--- src/rtl/cpu_defs.sv ---
// Shared definitions for the basic 16-bit CPU datapath.
//   - opcode constants decoded by the control unit
//   - ALU operation codes (shared with the ALU)
//   - control-unit timestep encodings and instruction field layout
package cpu_defs;

  localparam logic [2:0] OP_MV  = 3'b000;
  localparam logic [2:0] OP_MVI = 3'b001;
  localparam logic [2:0] OP_ADD = 3'b010;
  localparam logic [2:0] OP_SUB = 3'b011;

  localparam logic [1:0] ALU_NOP = 2'b00;
  localparam logic [1:0] ALU_ADD = 2'b01;
  localparam logic [1:0] ALU_SUB = 2'b10;

  typedef enum logic [1:0] {
    T0 = 2'd0,
    T1 = 2'd1,
    T2 = 2'd2,
    T3 = 2'd3
  } tstep_t;

  // din[8:0] = {opcode, Rx, Ry}
  typedef struct packed {
    logic [2:0] op;
    logic [2:0] rx;
    logic [2:0] ry;
  } instr_t;

endpackage

--- src/rtl/dec3to8.sv ---
// 3-to-8 one-hot decoder with enable.
//   i_en     : when 0 the output is all zeros
//   i_idx    : index to decode
//   o_onehot : 1 << i_idx when enabled
module dec3to8 (
  input  logic       i_en,
  input  logic [2:0] i_idx,
  output logic [7:0] o_onehot
);

  always_comb begin
    o_onehot = '0;
    if (i_en) o_onehot[i_idx] = 1'b1;
  end

endmodule

--- src/rtl/control_unit.sv ---
// Instruction sequencer for the basic 16-bit CPU datapath.
// Latches a 9-bit instruction in T0 (when run=1), steps T0..T3 and drives
// the datapath control points combinationally from {timestep, IR, run}.
//   clk, resetn : clock, async active-low reset
//   run         : start request, only looked at in T0
//   din         : instruction source (din[8:0]) in T0
//   ir_in       : IR load strobe
//   r_in/r_out  : one-hot register write enable / bus drive select
//   din_out     : din drives the bus
//   g_out       : G drives the bus
//   a_in, g_in  : A / G register loads
//   alu_op      : ALU operation (NOP/ADD/SUB)
//   done        : last step of the current instruction
module control_unit
  import cpu_defs::*;
#(
  parameter int word = 16
) (
  input  logic            clk,
  input  logic            resetn,
  input  logic            run,
  input  logic [word-1:0] din,
  output logic            ir_in,
  output logic [7:0]      r_in,
  output logic [7:0]      r_out,
  output logic            din_out,
  output logic            g_out,
  output logic            a_in,
  output logic            g_in,
  output logic [1:0]      alu_op,
  output logic            done
);

  tstep_t     r_ts;
  tstep_t     w_ts_nxt;
  instr_t     r_ir;
  logic       w_arith;
  logic       w_rin_en;
  logic       w_rout_en;
  logic [2:0] w_rout_idx;
  logic       w_unused_din;

  // Only the low 9 bits carry an instruction; the rest is bus width only.
  assign w_unused_din = ^din[word-1:9];

  assign w_arith = (r_ir.op == OP_ADD) || (r_ir.op == OP_SUB);

  // State register: timestep + IR.
  always_ff @(posedge clk or negedge resetn) begin
    if (!resetn) begin
      r_ts <= T0;
      r_ir <= '0;
    end else begin
      r_ts <= w_ts_nxt;
      if (r_ts == T0 && run) r_ir <= din[8:0];
    end
  end

  // Next timestep. T2/T3 with a non-arithmetic opcode cannot happen, but
  // falls back to T0 so the sequencer can never wedge.
  always_comb begin
    w_ts_nxt = T0;
    unique case (r_ts)
      T0: w_ts_nxt = run ? T1 : T0;
      T1: w_ts_nxt = w_arith ? T2 : T0;
      T2: w_ts_nxt = w_arith ? T3 : T0;
      T3: w_ts_nxt = T0;
    endcase
  end

  // Control outputs. r_in always writes Rx; r_out selects Rx or Ry.
  always_comb begin
    ir_in      = 1'b0;
    w_rin_en   = 1'b0;
    w_rout_en  = 1'b0;
    w_rout_idx = r_ir.ry;
    din_out    = 1'b0;
    g_out      = 1'b0;
    a_in       = 1'b0;
    g_in       = 1'b0;
    alu_op     = ALU_NOP;
    done       = 1'b0;
    unique case (r_ts)
      T0: ir_in = run;
      T1: begin
        case (r_ir.op)
          OP_MV: begin
            w_rout_en = 1'b1;
            w_rin_en  = 1'b1;
            done      = 1'b1;
          end
          OP_MVI: begin
            din_out  = 1'b1;
            w_rin_en = 1'b1;
            done     = 1'b1;
          end
          OP_ADD, OP_SUB: begin
            w_rout_en  = 1'b1;
            w_rout_idx = r_ir.rx;
            a_in       = 1'b1;
          end
          default: done = 1'b1; // reserved opcodes retire as NOP
        endcase
      end
      T2: if (w_arith) begin
        w_rout_en = 1'b1;
        g_in      = 1'b1;
        alu_op    = (r_ir.op == OP_ADD) ? ALU_ADD : ALU_SUB;
      end
      T3: if (w_arith) begin
        g_out    = 1'b1;
        w_rin_en = 1'b1;
        done     = 1'b1;
      end
    endcase
  end

  dec3to8 u_dec_rin (
    .i_en     (w_rin_en),
    .i_idx    (r_ir.rx),
    .o_onehot (r_in)
  );

  dec3to8 u_dec_rout (
    .i_en     (w_rout_en),
    .i_idx    (w_rout_idx),
    .o_onehot (r_out)
  );

endmodule
--- config.mk ---
export PLATFORM = sky130hd
export DESIGN_NAME = control_unit
export DESIGN_NICKNAME = d
export VERILOG_FILES = /design/src/rtl/cpu_defs.sv /design/src/rtl/dec3to8.sv /design/src/rtl/control_unit.sv
export SDC_FILE = /design/constraint.sdc
export NUM_CORES = 1
export LEC_CHECK = 0
export CAP_MARGIN = 20
export CORE_MARGIN = 1.5
export CORE_UTILIZATION = 37
export DETAILED_ROUTE_END_ITERATION = 8
export PLACE_DENSITY_LB_ADDON = 0.3
export SLEW_MARGIN = 20
export SYNTH_ARGS = -nofsm -noshare
export SYNTH_HDL_FRONTEND = slang
export SYNTH_SLANG_ARGS = --single-unit
--- constraint.sdc ---
create_clock -name clk -period 4.84 [get_ports clk]
set_input_delay 0.968 -clock clk [delete_from_list [all_inputs] [get_ports clk]]
set_output_delay 0.968 -clock clk [all_outputs]
set_load 0.01 [all_outputs]
==> impl_results.md <==
* Switch Pwr at 0.09043 mW
* Die area at 2341 sq um
* # fillers at 172
* CP startpoint kind: register
* FMAX at ~300 MHz
* Final period utilization at 69.38%
* Hold crit path type: register to register
* Syn Area/Cell at roughly 10 sq um
* Most numerous cell in the Yosys netlist: dfrtp_1
* DRC at 0
* Core area at 1942 sq um
* Final setup violation count at 0
* Vias at 649
* Worst-margin pin slew at 0.4737 ns
* Switching share of total power at 32.11%
* Die width at 48.38 um
* Remaining antenna violation count at 0
* EDFF count, synth at 0
* First-pass GRT wire length at 2470 um
* Clock buffer depth at 2
* Layout cell share with drive strength beyond 1 at 16.96%
* PostCTS Resize Cnt at 0
* PwrDens at 241.5 nW/um^2
* Clk sinks at 11
* Critical path cell sequence: inv_1 > ha_1 > nand3b_4 > mux2i_1 > nand4b_1 > nor3_2 > clkdlybuf4s50_1
* Drt via density at 4.669
* DP Wirelength at 1284 um
* Distinct cells, synth at 24
* Clock-pin slew on the worst setup and hold paths at 0.07 ns
* Worst-path fanout max at 5
* Top cell type by total area after synthesis: dfrtp_1
* I/O pins at 43
* Layout Nets at about 140
* Die H at 48.38 um
* Unrepaired setup endpoints after global routing: no
* Share of the synthesized area in the top cell type at 36.12%
* Clk_lat worst skew at 0.26 ns
* Post-Syn Instances at 75
* # H-tree levels at 1
* Largest net degree at the start of global routing at 12
* Vias in the first global route at 546
* CTS hold repair buffers at 0
* Total grt overflow at 0
* Final Skew at roughly 0.0034 ns
* Root Driver: clkbuf_4
* Synth area leaders: dfrtp_1 36%, mux2_2 15%, ha_1 8.2%
* Mapped Nets at roughly 100
* CTS buffer count at 3
* WS Path Type: register to output pin
* Starting Density at 39.24%
* Outcome: finished clean
* Number of warnings issued by yosys at 0
* Total power draw at 0.2816 mW
* Gp weighted congestion at roughly 0.72
* Max Slew Vio Count at 0
* Clock group share of total power at 21.5%
* Pint at 0.1912 mW
* Antenna violations before repair at 0
* # rows at 16
* Hold Fails Final Rpt at 0
* CP max-delay cell: clkdlybuf4s50_1
* Comb pwr share at 32.6%
* Worst setup EP type: output pin
* Post-CTS Setup Repair Bufs at 0
* Post-synthesis register bit count at 11
* Slowest Stage Delay on Critical Path at 0.55 ns
* ANT cells at 0
* Relative slew slack at 68.32%
* CP required at 3.87 ns
* TNS Setup at 0 ns
* MaxCap Viol Count at 0
* DR iter-0 viols at 0
* Synthesized cell area at 762.0 sq um
* Area Overhead vs Synth at 53.04%
* Async set-or-reset flop fraction in the synthesized netlist at 100.0%
* Fin crit period at 3.358 ns
* Commonest cells in the netlist: 11 x dfrtp_1, 10 x mux2_2, 9 x nor2_1
* Pre-antenna DRT Iters at 1
* CP arrival at 2.39 ns
* Seq pwr share at 45.8%
* WL final at ~1500 um
* Worst vdd ir at 0.0001828 V
* Total leakage power at 0.5019 nW
* Register area share after synthesis at 36.12%
* Routed len/inst at 11.14 um
* Gr usage total at 13.47%
* IO Port Bufs at 35
* CTS tree: yes
* Ys flop type: dfrtp_1
## metal layers
layer,track usage (%),up-vias,part of all wire (%)
li1,-,332,-
met1,16.60,297,45
met2,22.69,18,51
met3,2.160,2,4.2
met4,7.143,0,0.32
met5,0,-,0
## stage by stage
| step | cells | setup slack [ns] | area, sq um | hold slack, ns | util [%] |
|---|---|---|---|---|---|
| floorplan | 75 | 2.397 | 762.0 | 0.4792 | - |
| global placement | 135 | 1.502 | 1139 | 0.4915 | 58.63 |
| detailed placement | 135 | 1.529 | 1139 | 0.5014 | 58.63 |
| CTS | 139 | 1.453 | 1166 | 0.5155 | 60.05 |
| global route | 139 | 1.295 | 1166 | 0.5461 | 60.05 |
| finish | 139 | 1.482 | 1166 | 0.5140 | 60.05 |
## cell usage in the layout, fill, tap and decap left out
cell type / n
clkdlybuf4s50_1: 35
dfrtp_1: 11
mux2_2: 10
nor2_1: 9
nand2_1: 6
inv_1: 5
ha_1: 5
nor3b_1: 4
nand2b_1: 3
clkbuf_4: 3
mux2i_1: 2
mux2i_2: 2
nor3_2: 2
nor3_1: 2
and3b_1: 2
and2b_1: 1
a22o_1: 1
nand3b_4: 1
nand4b_1: 1
and2_1: 1
a21oi_1: 1
nor4_1: 1
nand4bb_1: 1
and3_1: 1
o21ai_0: 1
clkinv_2: 1
## final cells by class
type / instances / area [sq um] / share of cell area (%)
multi-input combinational: 57 / 460.4 / 39.48
timing repair buffer: 35 / 350.3 / 30.04
sequential: 11 / 275.3 / 23.61
tap: 27 / 33.78 / 2.897
clock buffer: 3 / 22.52 / 1.931
inverter: 5 / 18.77 / 1.609
clock inverter: 1 / 5.005 / 0.4292
## cells by family (layout without fill, tap and decap cells)
kind of cell | Yosys count | count (layout) | synth area share, %
fa+ha+maj | 5 | 5 | 8.210
buf+inv | 7 | 44 | 3.449
flops | 11 | 11 | 36.12
mux | 14 | 14 | 21.02
compound gates | 3 | 3 | 2.462
simple gates | 35 | 35 | 28.74
## registers in the layout (all words and copies together), names as in the netlist
| register | cells |
|---|---|
| r_ir | 9 |
| r_ts | 2 |
## power by group through the flow
stage / Combinational, mW / Clock, mW / Sequential (mW)
5_1_grt: 0.100 / 0.0716 / 0.132
4_1_cts: 0.0930 / 0.0647 / 0.129
3_3_place_gp: 0.0904 / 0 / 0.130
3_5_place_dp: 0.0923 / 0 / 0.131
2_1_floorplan: 0.0685 / 0 / 0.120
6_report: 0.0919 / 0.0606 / 0.129
## critical path: cells and delay by family (launching register included)
| kind | cells | cell delay, ns |
|---|---|---|
| buf+inv | 2 | 0.65 |
| simple gates | 3 | 0.59 |
| flops | 1 | 0.40 |
| mux | 1 | 0.21 |
| fa+ha+maj | 1 | 0.28 |
## final timing paths
| path | startpoint | end | slack (ns) | cells after the start |
|---|---|---|---|---|
| min in group asynchronous | resetn | r_ir[0] | 1.02 | 1 |
| worst max register to register | r_ts[0] | r_ir[2] | 3.36 | 4 |
| worst min register to register | r_ir[0] | r_ir[0] | 0.51 | 1 |
| max in group asynchronous | resetn | r_ir[1] | 3.49 | 1 |
| worst max-delay path | r_ts[1] | r_out[6] | 1.48 | 7 |
| worst min-delay path | r_ir[0] | r_ir[0] | 0.51 | 1 |
(Power assumes the default switching activity.)
